### src/rtl/reg_file_fwd_if.sv
`default_nettype none
// ============================================================================
// reg_file_fwd_if : decoder read/write-back bundle for the ID operand unit
// Revision: 1.0
// ============================================================================
interface reg_file_fwd_if #(
   parameter int DATA_WIDTH = 32,
   parameter int ADDR_WIDTH = 5,
   parameter int CNT_WIDTH  = 32
);
   logic                  reg_read_en_1;
   logic [ADDR_WIDTH-1:0] reg_addr_1;
   logic                  reg_read_en_2;
   logic [ADDR_WIDTH-1:0] reg_addr_2;

   logic                  ex_load_flag;
   logic                  ex_write_en;
   logic [ADDR_WIDTH-1:0] ex_write_addr;
   logic [DATA_WIDTH-1:0] ex_write_data;

   logic                  mem_write_en;
   logic [ADDR_WIDTH-1:0] mem_write_addr;
   logic [DATA_WIDTH-1:0] mem_write_data;

   logic                  wb_write_en;
   logic [ADDR_WIDTH-1:0] wb_write_addr;
   logic [DATA_WIDTH-1:0] wb_write_data;

   logic [DATA_WIDTH-1:0] read_data_1;
   logic [DATA_WIDTH-1:0] read_data_2;
   logic                  stall_request;
   logic [CNT_WIDTH-1:0]  stall_count;

   modport master (
      output reg_read_en_1, reg_addr_1, reg_read_en_2, reg_addr_2,
      output ex_load_flag, ex_write_en, ex_write_addr, ex_write_data,
      output mem_write_en, mem_write_addr, mem_write_data,
      output wb_write_en, wb_write_addr, wb_write_data,
      input  read_data_1, read_data_2, stall_request, stall_count
   );

   modport slave (
      input  reg_read_en_1, reg_addr_1, reg_read_en_2, reg_addr_2,
      input  ex_load_flag, ex_write_en, ex_write_addr, ex_write_data,
      input  mem_write_en, mem_write_addr, mem_write_data,
      input  wb_write_en, wb_write_addr, wb_write_data,
      output read_data_1, read_data_2, stall_request, stall_count
   );
endinterface
`default_nettype wire

### src/rtl/reg_file_fwd.sv
`default_nettype none
// ============================================================================
// reg_file_fwd : 32-entry GPR file with EX>MEM>WB forwarding and load-use stall
// Revision: 1.0
// ============================================================================
module reg_file_fwd #(
   parameter int DATA_WIDTH = 32,
   parameter int ADDR_WIDTH = 5,
   parameter int REG_NUM    = 32,
   parameter int CNT_WIDTH  = 32
) (
   input  logic          clk,
   input  logic          rst,
   reg_file_fwd_if.slave bus
);

   localparam int NUM_PORTS = 2;

   logic [DATA_WIDTH-1:0] regs_q [REG_NUM];
   logic [CNT_WIDTH-1:0]  stall_count_q;
   logic [CNT_WIDTH-1:0]  stall_count_d;

   logic [NUM_PORTS-1:0]  read_en;
   logic [ADDR_WIDTH-1:0] read_addr [NUM_PORTS];
   logic [DATA_WIDTH-1:0] read_data [NUM_PORTS];
   logic [NUM_PORTS-1:0]  load_hit;
   logic                  ex_load_valid;
   logic                  stall_request;

   assign read_en      = {bus.reg_read_en_2, bus.reg_read_en_1};
   assign read_addr[0] = bus.reg_addr_1;
   assign read_addr[1] = bus.reg_addr_2;

   // A load into $0 never produces a value anyone waits on.
   assign ex_load_valid = bus.ex_load_flag && bus.ex_write_en &&
                          (bus.ex_write_addr != '0);

   for (genvar p = 0; p < NUM_PORTS; p++) begin : g_port
      logic [DATA_WIDTH-1:0] array_val;

      always_comb begin
         array_val = '0;
         if (int'(read_addr[p]) < REG_NUM) begin
            array_val = regs_q[read_addr[p]];
         end
      end

      always_comb begin
         read_data[p] = '0;
         if (rst || !read_en[p] || (read_addr[p] == '0)) begin
            read_data[p] = '0;
         end else if (bus.ex_write_en && !bus.ex_load_flag &&
                      (bus.ex_write_addr == read_addr[p])) begin
            read_data[p] = bus.ex_write_data;
         end else if (bus.mem_write_en && (bus.mem_write_addr == read_addr[p])) begin
            read_data[p] = bus.mem_write_data;
         end else if (bus.wb_write_en && (bus.wb_write_addr == read_addr[p])) begin
            read_data[p] = bus.wb_write_data;
         end else begin
            read_data[p] = array_val;
         end
      end

      assign load_hit[p] = read_en[p] && (read_addr[p] == bus.ex_write_addr);
   end

   assign stall_request = !rst && ex_load_valid && (|load_hit);

   always_comb begin
      stall_count_d = stall_count_q;
      if (stall_request && (stall_count_q != {CNT_WIDTH{1'b1}})) begin
         stall_count_d = stall_count_q + {{(CNT_WIDTH-1){1'b0}}, 1'b1};
      end
   end

   always_ff @(posedge clk) begin
      if (rst) begin
         for (int i = 0; i < REG_NUM; i++) begin
            regs_q[i] <= '0;
         end
         stall_count_q <= '0;
      end else begin
         if (bus.wb_write_en && (bus.wb_write_addr != '0) &&
             (int'(bus.wb_write_addr) < REG_NUM)) begin
            regs_q[bus.wb_write_addr] <= bus.wb_write_data;
         end
         stall_count_q <= stall_count_d;
      end
   end

   assign bus.read_data_1   = read_data[0];
   assign bus.read_data_2   = read_data[1];
   assign bus.stall_request = stall_request;
   assign bus.stall_count   = stall_count_q;

endmodule
`default_nettype wire

### src/flat_wrapper.sv
// flat-port wrapper written by rule: the top's interface ports become plain ports
module reg_file_fwd_flat 
#(
   parameter int DATA_WIDTH = 32,
   parameter int ADDR_WIDTH = 5,
   parameter int REG_NUM    = 32,
   parameter int CNT_WIDTH  = 32
)
  (clk, rst, bus_reg_read_en_1, bus_reg_addr_1, bus_reg_read_en_2, bus_reg_addr_2, bus_ex_load_flag, bus_ex_write_en, bus_ex_write_addr, bus_ex_write_data, bus_mem_write_en, bus_mem_write_addr, bus_mem_write_data, bus_wb_write_en, bus_wb_write_addr, bus_wb_write_data, bus_read_data_1, bus_read_data_2, bus_stall_request, bus_stall_count);
  reg_file_fwd_if #(.DATA_WIDTH(DATA_WIDTH), .ADDR_WIDTH(ADDR_WIDTH), .CNT_WIDTH(CNT_WIDTH)) bus_i ();
  input  logic clk;
  input  logic rst;
  input wire logic [$bits(bus_i.reg_read_en_1)-1:0] bus_reg_read_en_1;
  input wire logic [$bits(bus_i.reg_addr_1)-1:0] bus_reg_addr_1;
  input wire logic [$bits(bus_i.reg_read_en_2)-1:0] bus_reg_read_en_2;
  input wire logic [$bits(bus_i.reg_addr_2)-1:0] bus_reg_addr_2;
  input wire logic [$bits(bus_i.ex_load_flag)-1:0] bus_ex_load_flag;
  input wire logic [$bits(bus_i.ex_write_en)-1:0] bus_ex_write_en;
  input wire logic [$bits(bus_i.ex_write_addr)-1:0] bus_ex_write_addr;
  input wire logic [$bits(bus_i.ex_write_data)-1:0] bus_ex_write_data;
  input wire logic [$bits(bus_i.mem_write_en)-1:0] bus_mem_write_en;
  input wire logic [$bits(bus_i.mem_write_addr)-1:0] bus_mem_write_addr;
  input wire logic [$bits(bus_i.mem_write_data)-1:0] bus_mem_write_data;
  input wire logic [$bits(bus_i.wb_write_en)-1:0] bus_wb_write_en;
  input wire logic [$bits(bus_i.wb_write_addr)-1:0] bus_wb_write_addr;
  input wire logic [$bits(bus_i.wb_write_data)-1:0] bus_wb_write_data;
  output wire logic [$bits(bus_i.read_data_1)-1:0] bus_read_data_1;
  output wire logic [$bits(bus_i.read_data_2)-1:0] bus_read_data_2;
  output wire logic [$bits(bus_i.stall_request)-1:0] bus_stall_request;
  output wire logic [$bits(bus_i.stall_count)-1:0] bus_stall_count;
  assign bus_i.reg_read_en_1 = bus_reg_read_en_1;
  assign bus_i.reg_addr_1 = bus_reg_addr_1;
  assign bus_i.reg_read_en_2 = bus_reg_read_en_2;
  assign bus_i.reg_addr_2 = bus_reg_addr_2;
  assign bus_i.ex_load_flag = bus_ex_load_flag;
  assign bus_i.ex_write_en = bus_ex_write_en;
  assign bus_i.ex_write_addr = bus_ex_write_addr;
  assign bus_i.ex_write_data = bus_ex_write_data;
  assign bus_i.mem_write_en = bus_mem_write_en;
  assign bus_i.mem_write_addr = bus_mem_write_addr;
  assign bus_i.mem_write_data = bus_mem_write_data;
  assign bus_i.wb_write_en = bus_wb_write_en;
  assign bus_i.wb_write_addr = bus_wb_write_addr;
  assign bus_i.wb_write_data = bus_wb_write_data;
  assign bus_read_data_1 = bus_i.read_data_1;
  assign bus_read_data_2 = bus_i.read_data_2;
  assign bus_stall_request = bus_i.stall_request;
  assign bus_stall_count = bus_i.stall_count;
  reg_file_fwd #(.DATA_WIDTH(DATA_WIDTH), .ADDR_WIDTH(ADDR_WIDTH), .REG_NUM(REG_NUM), .CNT_WIDTH(CNT_WIDTH)) u_core (.clk(clk), .rst(rst), .bus(bus_i));
endmodule
### config.mk
export PLATFORM = sky130hd
export DESIGN_NAME = reg_file_fwd_flat
export DESIGN_NICKNAME = d
export VERILOG_FILES = /design/src/rtl/reg_file_fwd_if.sv /design/src/rtl/reg_file_fwd.sv /design/src/flat_wrapper.sv
export SDC_FILE = /design/constraint.sdc
export NUM_CORES = 2
export LEC_CHECK = 0
export BUFFER_PORTS_ARGS = -buffer_cell sky130_fd_sc_hd__buf_4
export CELL_PAD_IN_SITES_DETAIL_PLACEMENT = 0
export CELL_PAD_IN_SITES_GLOBAL_PLACEMENT = 1
export CORE_MARGIN = 10
export CORE_UTILIZATION = 46
export DETAILED_ROUTE_END_ITERATION = 10
export PLACE_DENSITY = 0.69
export SLEW_MARGIN = 20
export SYNTH_ARGS = -nofsm -noshare
export SYNTH_HDL_FRONTEND = slang
export SYNTH_SLANG_ARGS = --single-unit
### constraint.sdc
create_clock -name clk -period 5.7 [get_ports clk]
set_input_delay 0.285 -clock clk [delete_from_list [all_inputs] [get_ports clk]]
set_output_delay 0.285 -clock clk [all_outputs]
set_load 0.05 [all_outputs]
After elaboration in Yosys (flattened, before gate mapping)

Memory sizes are Yosys's and may differ from the RTL's.
Cells that the tools add are included.

Output and inout port bits: 97
Register bits: 32
Input port bits: 129
Memory bits (writable): 1024
Logic and storage cells: 57
Memories kept: 1

Memory list:

| name          | words | bits a word | read ports | clocked after memory_dff | write ports | RTL line           | source |
|---|---|---|---|---|---|---|---|
| u_core.regs_q | 32    | 32          | 2          | 0                        | 32          | reg_file_fwd.sv:19 | `logic [DATA_WIDTH-1:0] regs_q [REG_NUM];` |

Mux-type cells: 16
Eq/ne operators: 9
Reductions and logical operators: 29
$add $sub $neg: 1

Operators with widths:

| operator              | count |
|---|---|
| $mux 32               | 9 |
| $eq 5x5->1            | 8 |
| $add 32x1->32 const B | 1 |
| $ne 32x32->1 const B  | 1 |
| $reduce_or 32->1      | 1 |
| $logic_and 1x1->1     | 15 |
| $logic_not 5->1       | 2 |
| $reduce_bool 5->1     | 2 |
| $mux 1                | 6 |
| $mux 5                | 1 |
| $logic_not 1->1       | 4 |
| $logic_or 1x1->1      | 4 |
| $reduce_or 2->1       | 1 |

Longest topological paths before layout

Depth after elaboration: 7
Mapped depth: 10
Mapped depth without buffers: 7

Least setup slack after synthesis

OpenSTA, ideal clock, no wires.

Path type: input-to-reg
Start: in bus_wb_write_addr[2]
End: mem u_core.regs_q[24][0] (enable)
Slack: 1.756 ns
Data required time: 5.234 ns
Arrival: 3.479 ns
Stages on the path: 6
Path buffers: 3
Setup time: 0.466 ns
Cells stage by stage: buf_2 -> or3_1 -> clkbuf_1 -> nand4bb_1 -> clkbuf_1 -> o21ai_0

RTL lines:

| item            | RTL line           | source |
|---|---|---|
| start, declared | flat_wrapper.sv:25 | `input wire logic [$bits(bus_i.wb_write_addr)-1:0] bus_wb_write_addr;` |
| end, declared   | reg_file_fwd.sv:19 |  |

Worst setup path in the final report

Start: in bus_reg_addr_2[0]
End: out bus_read_data_2[3]

Cells in the longest elaborated chain, start to end: 6
Elaborated cells on any way between the ends: 13

Ends and longest elaborated chain:

| item                                                                  | RTL line           | source |
|---|---|---|
| start, declared                                                       | flat_wrapper.sv:16 | `input wire logic [$bits(bus_i.reg_addr_2)-1:0] bus_reg_addr_2;` |
| parallel branches: the longest is 5 deep, another holds $mem_v2 32x32 | -                  |  |
| $mux 32 (*)                                                           | reg_file_fwd.sv:50 | `if (rst \|\| !read_en[p] \|\| (read_addr[p] == '0)) begin` |
| end, declared                                                         | flat_wrapper.sv:28 | `output wire logic [$bits(bus_i.read_data_2)-1:0] bus_read_data_2;` |

Mark *: on every way between the ends.

==> reports/results.txt <==
CTS Hold Bufs = 0
buffers added on ports = 225
largest net degree at the start of global routing = 81
# nets final = 4102
first drt pass iteration count = 6
Clk pwr share = 39.5%
FF-to-FF path depth = 7
hold wc startpoint = bus_wb_write_data[15]
Die W = 369.1 um
worst min path class = input pin to register
CP arrival = 3.80 ns
Reg power frac = 48.1%
syn avg cell area = 14.48 sq um
vias in the first global route = 38116
global-route wire length before repair = 294.9 mm
Starting DRT DRC Count = 5697
Crit path top cell by count = buf_4
Setup crit start kind = input pin
outcome = completed
antenna viol nets, final = 0
Pint = 14.12 mW
root buffer cell = clkbuf_16
Synth Instances = 3871
CP max FO = 25
overall routing resource usage = 30.47%
top_reg_cell synth = edfxtp_1
TritonCTS Buffers = 117
skew final = 0.006044 ns
# H-tree levels = 3
peak supply drop = 0.2738 mV
reg2reg end = u_core.bus.stall_count[29]$_SDFFE_PP0P_
endpoint class of the critical path = output port
DRT Wirelength = 211.6 mm
sw frac = 25.65%
RR Startpoint = u_core.bus.stall_count[14]$_SDFFE_PP0P_
Core Rows = 128
die area = 0.1362 sq mm
DPL Wire Length = 128.2 mm
Initial Util = 46.18%
Yosys top cell area share = 54.84%
Max stage delay on crit path = 0.73 ns
routed len/inst = 37.10 um
achievable frequency = 244.9 MHz
Synth area leaders = edfxtp_1 (55%), mux4_2 (21%), and2_1 (11%), o22ai_1 (3.5%), clkbuf_1 (2.1%)
WHS Endpoint = u_core.regs_q[11][15]$_SDFFCE_PN0P_
cell with the largest stage delay on the worst path = nor4_1
hold path depth = 2
Async SR Flop Fraction = 0%
combinational share of power = 12.4%
Layout area overhead = 14.11%
Worst slew margin = 17.39%
Psw = 4.869 mW
post-synthesis sequential area ratio = 55.99%
DP Worst Slack = 1.544 ns
RSZ-0062 raised after global routing = false
Core ar. = 0.1214 sq mm
remaining global-route overflow = 0
Design Area, Final = 0.06398 sq mm
clock latency on the worst-skew pair = 0.71 ns
number of enable flip-flop cells after synthesis = 1024
Max-Cap Viols = 0
Via Count = 38443
routability cong. = 0.8505
synth cell count leaders = edfxtp_1 (1024), and2_1 (993), mux4_2 (512)
area leader, netlist = edfxtp_1
worst setup path class = input pin to output port
setup TNS = 0 ns
final hold slack = 0.08327 ns
leakage = 21.62 nW
Pwr Density = 296.8 mW/mm^2
antenna violations before repair = 18
Setup Fix Bufs, Post-CTS = 0
Yosys reg bits = 1056
die height = 369.1 um
fraction of layout cells with a size suffix above 1 = 27.93%
placed instance count = 5476
Pins Over Slew Limit = 0
Post-Syn Area = 0.05607 sq mm
r2r setup slk = 2.79 ns
minimum clock period = 4.083 ns
DRC Markers = 0
drt via density = 6.738
worst setup margin = 1.617 ns
final setup fails = 0
Fill cells = 10042
Resized cells post-CTS = 0
Layout Utilization = 52.70%
CTS tree = done
Non-Filler Instances = 5705
placed inst area = 0.06016 sq mm
YS warnings = 0
most frequent cell after synthesis = edfxtp_1
post-synth cell types = 50
Reg clk slew, reported paths = 0.06 ns
Req. time, crit path = 5.41 ns
clock tree buffer depth = 3
CP Cell Sequence = buf_8 > xor2_1 > nor4_2 > nand3b_1 > nand2_2 > buf_4 > o22ai_1 > nor4_1 > buf_4 > buf_4
area of the multi-input gates = 0.02372 sq mm
final hold violation count = 0
worst slew pin tran = 1.234 ns
total I/O pin count = 226
total power = 18.99 mW
FF/Latch Area = 0.03139 sq mm
Tcrit/Tclk final = 71.63%
Num Clock Sinks = 1056
per-layer routing:
| layer | global-route usage, % | vias up | part of all wire [%] |
|---|---|---|---|
| li1 | - | 15249 | - |
| met1 | 41.30 | 19993 | 38 |
| met2 | 46.66 | 2672 | 46 |
| met3 | 8.291 | 523 | 12 |
| met4 | 11.91 | 6 | 4.4 |
| met5 | 0 | - | 0.022 |
placed cells by master, fill, tap and decap left out, types with 6 or more instances in the layout:
cell / Yosys / routed
nor4_1: 129 / 129
nor2b_1: 7 / 7
nor2_1: 194 / 163
nand3b_1: 12 / 12
mux4_2: 512 / 512
clkbuf_1: 315 / 22
dfxtp_1: 32 / 32
buf_12: 0 / 16
xor2_1: 38 / 38
bufinv_16: 0 / 9
conb_1: 1 / 32
nor2_4: 0 / 31
nor3_1: 13 / 13
xnor2_1: 12 / 12
nand2_2: 0 / 6
edfxtp_1: 1024 / 1024
clkinv_2: 0 / 27
and3_1: 10 / 10
buf_4: 24 / 341
nand3_1: 34 / 29
and2_1: 993 / 993
clkinv_1: 1 / 30
diode_2: 0 / 9
o21ai_4: 0 / 31
clkbuf_16: 0 / 121
nand4_1: 13 / 13
nand2_1: 20 / 13
o22ai_1: 315 / 315
or3_1: 9 / 7
a21oi_1: 10 / 10
power by group through the flow:
stage | logic (mW) | registers [mW] | clock network (mW)
detailed placement | 2.31 | 9.28 | 0
global route | 2.42 | 9.17 | 7.83
CTS | 2.32 | 9.12 | 7.54
finish | 2.35 | 9.13 | 7.51
global placement | 2.31 | 9.25 | 0
floorplan | 1.43 | 9.22 | 0
flip-flops by register name, indices dropped and copies added (netlist names):
| register | flops |
|---|---|
| u_core.bus.stall_count | 32 |
| u_core.regs_q | 1024 |
how the worst max path moves through the flow:
stage	from	to	slack, ns	depth (start not counted)
floorplan	bus_wb_write_addr[2]	u_core.regs_q[24][0]$_SDFFCE_PN0P_	1.76	6
finish	bus_reg_addr_2[0]	bus_read_data_2[3]	1.62	10
CTS	bus_reg_addr_2[2]	bus_read_data_2[29]	1.53	8
detailed placement	bus_reg_addr_2[2]	bus_read_data_2[29]	1.54	8
global route	bus_reg_addr_1[2]	bus_read_data_1[16]	1.59	10
global placement	bus_reg_addr_2[2]	bus_read_data_2[29]	1.56	8
layout make-up:
| cell class | instances | area share [%] |
|---|---|---|
| Multi-Input combinational cell | 2428 | 37.07 |
| Timing Repair Buffer | 366 | 4.792 |
| Clock inverter | 75 | 0.9739 |
| Sequential cell | 1056 | 49.07 |
| Inverter | 3 | 0.01956 |
| Clock buffer | 143 | 4.862 |
| Antenna cell | 9 | 0.03520 |
| Tap cell | 1625 | 3.178 |
kinds of logic (layout without fill, tap and decap cells):
group	Yosys count	in the layout	share of synthesized area [%]
flip-flops	1056	1056	55.99
other	1	41	0.006689
AND/OR/NAND/NOR	1456	1456	15.34
AO/OA/AOI/OAI	375	375	4.149
adder cells (fa/ha/maj)	1	1	0.02231
multiplexers	514	514	20.61
XOR/XNOR	50	50	0.7811
buffers and inverters	418	587	3.104
critical path, delay by kind of cell:
| family | cells | cell delay [ns] |
|---|---|---|
| AO/OA/AOI/OAI | 1 | 0.32 |
| XOR/XNOR | 1 | 0.18 |
| buffers and inverters | 4 | 1.29 |
| AND/OR/NAND/NOR | 4 | 1.64 |
(Power assumes the default switching activity.)
